===== config.mk =====
export PLATFORM = sky130hd
export DESIGN_NAME = pwm_multi
export DESIGN_NICKNAME = d
export VERILOG_FILES = /design/src/rtl/pwm_multi.sv
export SDC_FILE = /design/constraint.sdc
export NUM_CORES = 1
export LEC_CHECK = 0
export BUFFER_PORTS_ARGS = -buffer_cell sky130_fd_sc_hd__buf_2
export CORE_MARGIN = 2
export CORE_UTILIZATION = 50
export CTS_CLUSTER_SIZE = 30
export DETAILED_ROUTE_END_ITERATION = 12
export PLACE_DENSITY_LB_ADDON = 0.2
export SETUP_SLACK_MARGIN = 0.5
export SYNTH_ARGS = -nofsm -noshare
export SYNTH_HDL_FRONTEND = slang
export SYNTH_SLANG_ARGS = --single-unit
export TNS_END_PERCENT = 20

===== constraint.sdc =====
create_clock -name clk -period 4.9 [get_ports clk]
set_clock_uncertainty 0.15 [all_clocks]
set_input_delay 0.49 -clock clk [delete_from_list [all_inputs] [get_ports clk]]
set_output_delay 0.49 -clock clk [all_outputs]
set_load 0.02 [all_outputs]

===== src/rtl/pwm_multi.sv =====
// Multi-channel PWM: shared prescaled sawtooth/triangle counter, per-channel duty
// compare, double-buffered period/duty/mode committed only at period boundaries.
module pwm_multi_lane #(
  parameter int WIDTH = 8
) (
  input  logic             clk,
  input  logic             rst,
  input  logic             en,
  input  logic             load,
  input  logic             commit,
  input  logic [WIDTH-1:0] duty_in,
  input  logic [WIDTH-1:0] cnt,
  output logic             pwm
);
  logic [WIDTH-1:0] duty_shadow;
  logic [WIDTH-1:0] duty_active;

  // commit reads the pre-load shadow, so a load on a boundary stays pending
  always_ff @(posedge clk) begin
    if (rst) begin
      duty_shadow <= '0;
      duty_active <= '0;
      pwm         <= 1'b0;
    end else begin
      if (load)   duty_shadow <= duty_in;
      if (commit) duty_active <= duty_shadow;
      pwm <= en && (duty_active > cnt);
    end
  end
endmodule

module pwm_multi #(
  parameter int CHANNELS   = 4,
  parameter int WIDTH      = 8,
  parameter int PRESCALE_W = 8
) (
  input  logic                      clk,
  input  logic                      rst,
  input  logic                      en,
  input  logic [PRESCALE_W-1:0]     prescale,
  input  logic [WIDTH-1:0]          period,
  input  logic [CHANNELS*WIDTH-1:0] duty_flat,
  input  logic                      center_mode,
  input  logic                      load,
  output logic [CHANNELS-1:0]       pwm_out,
  output logic                      period_start,
  output logic                      load_ack
);
  typedef enum logic {UP = 1'b0, DOWN = 1'b1} dir_t;

  dir_t                              dir, dir_nxt;
  logic [PRESCALE_W-1:0]             pre_cnt;
  logic [WIDTH-1:0]                  cnt, cnt_nxt;
  logic [WIDTH-1:0]                  period_active, period_shadow;
  logic                              mode_active, mode_shadow, pending;
  logic                              tick, wrap, boundary, commit;
  logic [CHANNELS-1:0][WIDTH-1:0]    duty;

  assign duty     = duty_flat;
  assign tick     = en && (pre_cnt == prescale);
  assign boundary = wrap || !en;
  assign commit   = boundary && pending;

  always_ff @(posedge clk) begin
    if (rst)              pre_cnt <= '0;
    else if (!en || tick) pre_cnt <= '0;
    else                  pre_cnt <= pre_cnt + 1'b1;
  end

  always_ff @(posedge clk) begin
    if (rst) begin
      dir <= UP;
      cnt <= '0;
    end else begin
      dir <= dir_nxt;
      cnt <= cnt_nxt;
    end
  end

  // Triangle runs 0..P..1; P=1 has no down leg, so the top itself wraps.
  always_comb begin
    dir_nxt = dir;
    cnt_nxt = cnt;
    wrap    = 1'b0;
    if (!en) begin
      dir_nxt = UP;
      cnt_nxt = '0;
    end else if (tick) begin
      if (period_active == '0) begin
        dir_nxt = UP;
        cnt_nxt = '0;
        wrap    = 1'b1;
      end else if (!mode_active) begin
        dir_nxt = UP;
        if (cnt >= period_active) begin
          cnt_nxt = '0;
          wrap    = 1'b1;
        end else begin
          cnt_nxt = cnt + 1'b1;
        end
      end else begin
        case (dir)
          UP: begin
            if (cnt >= period_active) begin
              if (period_active == WIDTH'(1)) begin
                cnt_nxt = '0;
                wrap    = 1'b1;
              end else begin
                cnt_nxt = period_active - 1'b1;
                dir_nxt = DOWN;
              end
            end else begin
              cnt_nxt = cnt + 1'b1;
            end
          end
          DOWN: begin
            if (cnt <= WIDTH'(1)) begin
              cnt_nxt = '0;
              dir_nxt = UP;
              wrap    = 1'b1;
            end else begin
              cnt_nxt = cnt - 1'b1;
            end
          end
          default: begin
            cnt_nxt = '0;
            dir_nxt = UP;
          end
        endcase
      end
    end
  end

  always_ff @(posedge clk) begin
    if (rst) begin
      period_shadow <= '0;
      period_active <= '0;
      mode_shadow   <= 1'b0;
      mode_active   <= 1'b0;
      pending       <= 1'b0;
      period_start  <= 1'b0;
      load_ack      <= 1'b0;
    end else begin
      if (commit) begin
        period_active <= period_shadow;
        mode_active   <= mode_shadow;
      end
      if (load) begin
        period_shadow <= period;
        mode_shadow   <= center_mode;
      end
      pending      <= load || (pending && !commit);
      period_start <= wrap;
      load_ack     <= commit;
    end
  end

  for (genvar i = 0; i < CHANNELS; i++) begin : g_lane
    pwm_multi_lane #(.WIDTH(WIDTH)) u_lane (
      .clk     (clk),
      .rst     (rst),
      .en      (en),
      .load    (load),
      .commit  (commit),
      .duty_in (duty[i]),
      .cnt     (cnt),
      .pwm     (pwm_out[i])
    );
  end
endmodule

==> qor.yml, run 1 <==
drive_above_1_share: 0.130
gr-total-overflow: 0
synth_xor_area_frac: 0.0329
synthCells: 636
crit_buf_inv: 2
cap_violations: 0
slew_viol_final: 0
fp.dieArea_mm2: 0.0126
ctsHoldBuffers: 0
ys_types: 53
max_stage_delay_ns: 0.73
p_int_uw: 1400
r2r_start: "cnt[0]"
required_ns: 4.96
final.setup.tns_ns: 0
switchingPower_uw: 440
grt_pass1_wl_mm: 21.4
synth_fp_nets: 735
p_clk_frac: 0.411
wl_per_cell_um: 15.8
clk_latency_ns: 0.35
drtPass1Iterations: 5
min_to: "g_lane[1].u_lane.duty_shadow[0]"
cts_resized: 0
rsz0062_at_grt: "false"
yosys_warnings: 0
clk_root_buffer_cell: "clkbuf_16"
place_hpwl_mm: 9.29
nets: 773
grt_max_degree: 128
synth_adder_area_share: 0.0981
r2r_end: "load_ack"
start_util: 0.514
cp_slowest_cell: "dfxtp_1"
fin_crit_ns: 3.18
status: "finished, final reports clean"
crit_path_cell_trace: "inv_1 -> ha_1 -> nand2b_1 -> a2111oi_0 -> o211ai_1 -> a211oi_2 -> a211oi_4 -> buf_4 -> nor2b_1"
ir_drop_mv: 0.188
detail-route-antenna-nets: 0
synth_top_area_share: 0.362
yosys.area.top_type: "dfxtp_1"
fp-row-count: 39
numCtsBuffers: 9
async_reset_ff_frac: 0
synth_compound_area_frac: 0.0932
min_from: "duty_flat[8]"
fillCellCount: 1055
grt_use_met1: 0.274
p_leak_uw: 0.00281
cp-end-kind: "flop"
ioPinCount: 59
syn_avg_cell_area_um2: 9.22
drt_wl_total_mm: 13.0
grt.met3_usage: 0.0464
die_h_um: 112
cts_tree: "yes"
h-tree-depth: 3
synth.area.mux_share: 0.149
regArea_mm2: 0.00212
p_seq_frac: 0.493
path_class: "flop to flop"
antenna_cells: 0
crit_fanout: 28
dieWidth_um: 112
setup_viol: 0
drc: 0
min_path_type: "primary input to flop"
cts_buffer_depth: 2
vias: 4476
drt-initial-drc-count: 206
ys_seq_area_frac: 0.362
grt_pass1_vias: 4476
reg2reg_slack_ns: 1.72
portBuffers: 58
total_power_uw: 1840
reg2reg_depth: 9
ys_ff_latch: 106
switching_share: 0.238
coreArea_mm2: 0.0114
gr-usage-met2: 0.351
maxSlewHeadroom: 0.329
fin_crit_sh: 0.649
antenna_found_initial: 0
crit_family: "compound AO/OA/AOI/OAI gates"
crit_path_start_kind: "flop"
clkTransAtPathRegs_ns: 0.07
synth.area.top_cells: "dfxtp_1, mux2i_1, ha_1"
synth-main-ff-cell: "dfxtp_1"
multi_input_area_mm2: 0.00345
hold_viol: 0
p_comb_frac: 0.096
busiest_layer: "met2"
p_per_area_mw_per_mm2: 285
whs_path_depth: 3
fmax_ghz: 0.315
area_growth_pct: 10.5
gp_congestion: 0.972
via_per_inst: 5.45
tightest_slew_ns: 1.01
clkSinkCount: 106
grtUsageTotal: 0.211
netlist_area_mm2: 0.00586
synth_edf_count: 0
critPathArrivalTime_ns: 3.24
synth-simple-area-share: 0.216
postCtsSetupBuffers: 0
synth_top_family_by_area: "simple AND/OR/NAND/NOR gates"
## synth_stat cells (3+ instances only)
library cell,n
o211a_1,4
clkbuf_1,17
xnor2_1,10
o211ai_1,7
nor2b_1,5
a22oi_1,3
xor2_1,12
nand4_1,10
buf_1,8
inv_1,25
a21o_1,10
and3_1,7
nor2_1,62
mux2i_1,85
o21ai_1,3
ha_1,46
a21oi_1,17
nand2_1,19
a31oi_1,5
o21ai_0,17
dfxtp_1,106
nor4_1,8
buf_4,4
buf_8,4
nand2b_1,87
and2_1,3
nor3_1,9
nand3_1,14
## worst min-delay path: cells and delay by family
family        cells  cell delay [ns]
mux               1             0.05
buf+inv           1             0.07
simple gates      1             0.07
## worst max-delay path by stage
| stage | startpoint | endpoint | depth (start not counted) |
|---|---|---|---|
| finish | cnt[0] | load_ack | 9 |
| global route | cnt[0] | load_ack | 9 |
| CTS | cnt[0] | load_ack | 9 |
| detailed placement | cnt[0] | load_ack | 9 |
| global placement | cnt[0] | load_ack | 9 |
| floorplan | cnt[0] | g_lane[0].u_lane.duty_active[0] | 10 |
## layout by cell type (no fill, tap or decap), drive strengths merged, types with 11 or more instances in the layout
cell,n
o21ai,20
ha,46
nand3,14
nand2b,87
buf,62
clkbuf,11
dfxtp,106
inv,27
mux2i,85
nor2,64
xor2,12
a21oi,17
nand2,19
## cells by family after synthesis
family                   count (synthesis)
AND/OR/NAND/NOR                        235
flip-flops                             106
multiplexers                            87
AO/OA/AOI/OAI                           80
buffers and inverters                   60
adder cells (fa/ha/maj)                 46
XOR/XNOR                                22
## through the flow
stage          area (µm²)  instances  utilization  setup WS [ns]  hold slack [ns]
6_report             6480        822        0.568           1.72            0.217
5_1_grt              6480        822        0.568           1.44            0.211
4_1_cts              6480        822        0.568           1.69            0.211
3_5_place_dp         6170        806        0.540           1.71            0.312
3_3_place_gp         6170        806        0.540           1.80            0.307
2_1_floorplan        5860        636            -           2.15            0.286
## power groups by stage
stage | clock (µW) | sequential (µW) | combinational [µW]
after floorplan | 0 | 923 | 135
after global placement | 0 | 928 | 173
after detailed placement | 0 | 929 | 178
after CTS | 778 | 909 | 179
after global routing | 808 | 912 | 198
final | 759 | 909 | 177
## per-layer routing
layer	routed length, µm	share of wire
met1	6060	0.47
met4	178	0.014
met2	6140	0.47
met5	0	0
met3	593	0.046
## sequential cells by signal (all words and copies together), names as in the netlist
register	cells
g_lane.u_lane.pwm	4
load_ack	1
g_lane.u_lane.duty_active	32
mode_shadow	1
pre_cnt	8
period_start	1
mode_active	1
period_shadow	8
dir	1
period_active	8
cnt	8
g_lane.u_lane.duty_shadow	32
pending	1
## cell type report
| type | count | area share |
|---|---|---|
| clock inverter | 5 | 0.00926 |
| clock buffer | 11 | 0.0390 |
| sequential | 106 | 0.327 |
| inverter | 25 | 0.0145 |
| timing repair buffer | 62 | 0.0494 |
| multi-input combinational | 470 | 0.533 |
| tap | 143 | 0.0276 |
No activity file was read; power rests on OpenSTA's default activity.
==> run 2, diff against run 1 <==
- clock period: 4.9 -> 3.1 ns (I/O delays scaled with it)
==> qor.yml, run 2 (synthesized netlist as in run 1, its figures left out) <==
antenna_found_initial: 0  # unchanged
fmax_ghz: 0.388  # was 0.315 GHz
drc: 0  # unchanged
path_class: "flop to flop"  # unchanged
via_per_inst: 5.53  # was 5.45
wl_per_cell_um: 16.1  # was 15.8 µm
drtPass1Iterations: 4  # was 5
grt.met3_usage: 0.0367  # was 0.0464
dpl_worst_slack_ns: 0.354  # was 1.71 ns
status: "finished, final reports clean"  # unchanged
coreArea_mm2: 0.0114  # unchanged
fin_crit_sh: 0.831  # was 0.649
numCtsBuffers: 9  # unchanged
cts_buffer_depth: 2  # unchanged
switching_share: 0.245  # was 0.238
grt_use_met1: 0.290  # was 0.274
setup_slack_ns: 0.525  # was 1.72 ns
p_leak_uw: 0.00292  # was 0.00281 µW
start_util: 0.514  # unchanged
tightest_slew_ns: 0.997  # was 1.01 ns
total_power_uw: 3020  # was 1840 µW
p_per_area_mw_per_mm2: 451  # was 285 mW/mm²
fp-row-count: 39  # unchanged
fp.dieArea_mm2: 0.0126  # unchanged
ioPinCount: 59  # unchanged
drt-initial-drc-count: 216  # was 206
place_hpwl_mm: 9.33  # was 9.29 mm
cap_violations: 0  # unchanged
critPathArrivalTime_ns: 2.64  # was 3.24 ns
maxSlewHeadroom: 0.335  # was 0.329
rsz0062_at_grt: "true"  # was false
p_int_uw: 2280  # was 1400 µW
final_common_cell: "dfxtp_1"  # unchanged
drt_wl_total_mm: 13.4  # was 13.0 mm
cp_slowest_cell: "dfxtp_2"  # was dfxtp_1
min_path_type: "primary input to flop"  # unchanged
nets: 786  # was 773
p_seq_frac: 0.475  # was 0.493
p_comb_frac: 0.101  # was 0.096
grt_pass1_vias: 4364  # was 4,476
gr-total-overflow: 0  # unchanged
hold_viol: 0  # unchanged
largest_registers: "g_lane.u_lane.duty_active: 32 flops, g_lane.u_lane.duty_shadow: 32 flops"  # unchanged
clkSinkCount: 106  # unchanged
area_growth_pct: 14.1  # was 10.5%
max_stage_delay_ns: 0.37  # was 0.73 ns
p_clk_frac: 0.424  # was 0.411
grt_pass1_wl_mm: 21.5  # was 21.4 mm
crit_fanout: 13  # was 28
gr-usage-met2: 0.335  # was 0.351
drive_above_1_share: 0.166  # was 0.130
switchingPower_uw: 741  # was 440 µW
h-tree-depth: 3  # unchanged
detail-route-antenna-nets: 0  # unchanged
busiest_layer: "met2"  # unchanged
fillCellCount: 1049  # was 1,055
fin_hold_ws_ns: 0.0298  # was 0.217 ns
fin_crit_ns: 2.58  # was 3.18 ns
vias: 4621  # was 4,476
final_core_util: 0.586  # was 0.568
antenna_cells: 0  # unchanged
portBuffers: 58  # unchanged
clkTransAtPathRegs_ns: 0.08  # was 0.07 ns
final.setup.tns_ns: 0  # unchanged
setup_viol: 0  # unchanged
ir_drop_mv: 0.373  # was 0.188 mV
gp_congestion: 0.912  # was 0.972
clk_latency_ns: 0.36  # was 0.35 ns
die_h_um: 112  # unchanged
cp-end-kind: "flop"  # unchanged
cts_tree: "yes"  # unchanged
grt_max_degree: 128  # unchanged
dieWidth_um: 112  # unchanged
layout_common_cells: "dfxtp_1, nand2b_1, mux2i_1"  # unchanged
slew_viol_final: 0  # unchanged
crit_path_cell_trace: "inv_1 -> ha_1 -> a2111oi_4 -> o211ai_1 -> a211oi_2 -> a211oi_4 -> buf_4 -> clkbuf_16 -> nor2b_1"  # was inv_1 -> ha_1 -> nand2b_1 -> a2111oi_0 -> o211ai_1 -> a211oi_2 -> a211oi_4 -> buf_4 -> nor2b_1
clk_root_buffer_cell: "clkbuf_16"  # unchanged
required_ns: 3.16  # was 4.96 ns
crit_path_start_kind: "flop"  # unchanged
grtUsageTotal: 0.212  # was 0.211
==> run 2: repair_timing <==
action / CTS / global route
hold buffers: 0 / 0
buffers inserted: 2 / 5
cloned: 0 / 1
pin swaps: 3 / 7
endpoints found under the setup margin: 31 / 50
resized for setup: 3 / 17
==> run 2: worst paths after layout <==
check	startpoint	end	slack (ns)	depth (start not counted)
worst min-delay path	duty_flat[5]	g_lane[0].u_lane.duty_shadow[5]	0.03	3
worst max-delay path	period_active[1]	load_ack	0.52	9
worst min register to register	g_lane[3].u_lane.duty_shadow[3]	g_lane[3].u_lane.duty_active[3]	0.32	2
worst max register to register	period_active[1]	load_ack	0.52	9
==> run 2: power groups by stage <==
stage | Clock, µW | Sequential (µW) | Combinational, µW
2_1_floorplan | 0 | 1460 | 214
3_3_place_gp | 0 | 1470 | 280
3_5_place_dp | 0 | 1470 | 287
4_1_cts | 1300 | 1430 | 294
5_1_grt | 1350 | 1440 | 336
6_report | 1280 | 1430 | 304
==> run 2: per-layer routing <==
layer	vias up	wire length (µm)
li1	2314	-
met1	2146	6360
met2	136	6120
met3	25	632
met4	0	291
met5	-	0
==> run 2: area by class of cell <==
type | instances | area (µm²) | share of cell area
clock inverters | 7 | 101 | 0.0151
well taps | 143 | 179 | 0.0267
repair buffers | 75 | 468 | 0.0699
inverters | 25 | 93.8 | 0.0140
clock buffers | 9 | 225 | 0.0336
flip-flops and latches | 106 | 2130 | 0.319
multi-input cells | 470 | 3490 | 0.522
==> run 2: critical path, delay by kind of cell, from the launching register on <==
family	cells	cell delay [ns]
buffers and inverters	3	0.47
and+or+nand+nor	1	0.14
AOI/OAI and AO/OA	4	0.95
DFF	1	0.37
adders and majority gates	1	0.34
==> run 2: through the flow <==
stage | cells | cell area, µm²
after detailed placement | 811 | 6230
after global routing | 835 | 6690
after global placement | 811 | 6230
final | 835 | 6690
after CTS | 829 | 6580
after floorplan | 636 | 5870
==> run 3, diff against run 2 <==
- clock period: 3.1 -> 2.6 ns (I/O delays scaled with it)
==> qor.yml, run 3 (synthesized netlist as in run 1, its figures left out) <==
p_leak_uw: 0.00314  # was 0.00292 µW
start_util: 0.514  # unchanged
min_from: "duty_flat[13]"  # was duty_flat[5]
coreArea_mm2: 0.0114  # unchanged
cap_violations: 0  # unchanged
final_common_cell: "dfxtp_1"  # unchanged
tightest_slew_ns: 1.01  # was 0.997 ns
min_path_type: "primary input to flop"  # unchanged
ir_drop_mv: 0.565  # was 0.373 mV
grtUsageTotal: 0.235  # was 0.212
area_growth_pct: 23.5  # was 14.1%
gp_congestion: 0.907  # was 0.912
largest_registers: "g_lane.u_lane.duty_active: 32 flops, g_lane.u_lane.duty_shadow: 32 flops"  # unchanged
reg2reg_depth: 8  # was 9
portBuffers: 58  # unchanged
numCtsBuffers: 9  # unchanged
clkSinkCount: 106  # unchanged
gr-total-overflow: 0  # unchanged
nets: 833  # was 786
cts_tree: "yes"  # unchanged
layout_common_cells: "dfxtp_1, nand2b_1, mux2i_1"  # unchanged
grt_pass1_vias: 4857  # was 4,364
antenna_cells: 0  # unchanged
endpoint: "cnt[4]"  # was load_ack
cp-end-kind: "flop"  # unchanged
rsz0062_at_grt: "true"  # unchanged
grt.met3_usage: 0.0518  # was 0.0367
h-tree-depth: 3  # unchanged
crit_path_start_kind: "flop"  # unchanged
wl_per_cell_um: 16.2  # was 16.1 µm
drc: 0  # unchanged
placed_area_mm2: 0.00643  # was 0.00623 mm²
place_hpwl_mm: 9.65  # was 9.33 mm
required_ns: 2.70  # was 3.16 ns
hold_viol: 0  # unchanged
r2r_start: "cnt[2]"  # was period_active[1]
final_area_mm2: 0.00724  # was 0.00669 mm²
fmax_ghz: 0.416  # was 0.388 GHz
fp-row-count: 39  # unchanged
status: "finished, final reports clean"  # unchanged
drive_above_1_share: 0.202  # was 0.166
drt_wl_total_mm: 14.3  # was 13.4 mm
clkTransAtPathRegs_ns: 0.08  # about the same
drtPass1Iterations: 4  # unchanged
dieWidth_um: 112  # unchanged
path_class: "flop to flop"  # unchanged
fin_hold_ws_ns: 0.00822  # was 0.0298 ns
clk_root_buffer_cell: "clkbuf_16"  # unchanged
grt_use_met1: 0.289  # was 0.290
cts_buffer_depth: 2  # unchanged
grt_pass1_wl_mm: 23.8  # was 21.5 mm
critPathArrivalTime_ns: 2.50  # was 2.64 ns
via_per_inst: 5.42  # was 5.53
grt_max_degree: 128  # unchanged
setup_viol: 0  # unchanged
r2r_end: "cnt[4]"  # was load_ack
crit_fanout: 5  # was 13
fin_crit_ns: 2.40  # was 2.58 ns
final.setup.tns_ns: 0  # unchanged
ioPinCount: 59  # unchanged
slew_viol_final: 0  # unchanged
fin_crit_sh: 0.924  # was 0.831
antenna_found_initial: 0  # unchanged
fp.dieArea_mm2: 0.0126  # unchanged
p_per_area_mw_per_mm2: 479  # was 451 mW/mm²
die_h_um: 112  # unchanged
drt-initial-drc-count: 241  # was 216
detail-route-antenna-nets: 0  # unchanged
critPathLaunch: "cnt[2]"  # was period_active[1]
vias: 4777  # was 4,621
busiest_layer: "met2"  # unchanged
reg2reg_slack_ns: 0.20  # was 0.52 ns
maxSlewHeadroom: 0.324  # was 0.335
gr-usage-met2: 0.412  # was 0.335
clk_latency_ns: 0.35  # was 0.36 ns
## run 3: cell count changes in the layout (fill, tap and decap cells not counted), sizes merged, moves of 2 or more
cell         before  now
buf              74   95
bufinv            2    0
clkinvlp          0    2
dlygate4sd3       0   27
clkbuf           10   12
clkinv            3    1
## run 3: worst max-delay path, cell delays in order (launching register included)
cell	delay, ns
dfxtp_2	0.39
ha_4	0.21
or3_1	0.37
o211ai_1	0.16
buf_4	0.19
a211oi_4	0.07
nor2_4	0.20
mux2_4	0.31
a32o_1	0.24
## run 3: area by class of cell
type,count,area (µm²)
Fill cell,983,4180
Timing Repair Buffer,122,947
Clock inverter,4,35.0
Tap cell,143,179
Clock buffer,12,256
Inverter,25,98.8
Sequential cell,106,2150
Multi-Input combinational cell,470,3580
## run 3: timing repair
action	4_1_cts	5_1_grt
buffers inserted	8	4
cloned	3	0
setup endpoints to repair	54	57
pin swaps	7	6
hold endpoints to repair	27	0
gates resized for setup	20	5
hold buffers	27	0
## run 3: worst min path at each step
stage                                           end  slack, ns  depth (start not counted)
detailed placement                       pre_cnt[0]       0.31                          1
finish              g_lane[1].u_lane.duty_shadow[5]      0.008                          3
global route        g_lane[0].u_lane.duty_shadow[2]       0.01                          3
global placement                         pre_cnt[0]       0.30                          1
floorplan           g_lane[0].u_lane.duty_shadow[0]       0.26                          2
CTS                 g_lane[0].u_lane.duty_shadow[4]     0.0001                          3
## run 3: power by group
group,internal [µW],switching [µW],total (µW)
Clock,711,625,1340
Sequential,1670,33.4,1710
Combinational,226,197,423
## run 3: stage by stage
stage,power [µW],setup slack [ns],cells,utilization
final,3470,0.198,882,0.634
after global routing,3610,0.117,882,0.634
after CTS,3490,0.191,878,0.631
after detailed placement,2110,0.119,824,0.563
after global placement,2090,0.202,824,0.563
after floorplan,2000,0.303,636,-
## run 3: per-layer routing
| metal | share of wire | vias up |
|---|---|---|
| li1 | - | 2403 |
| met2 | 0.50 | 145 |
| met1 | 0.44 | 2208 |
| met5 | 0 | - |
| met4 | 0.018 | 0 |
| met3 | 0.043 | 21 |
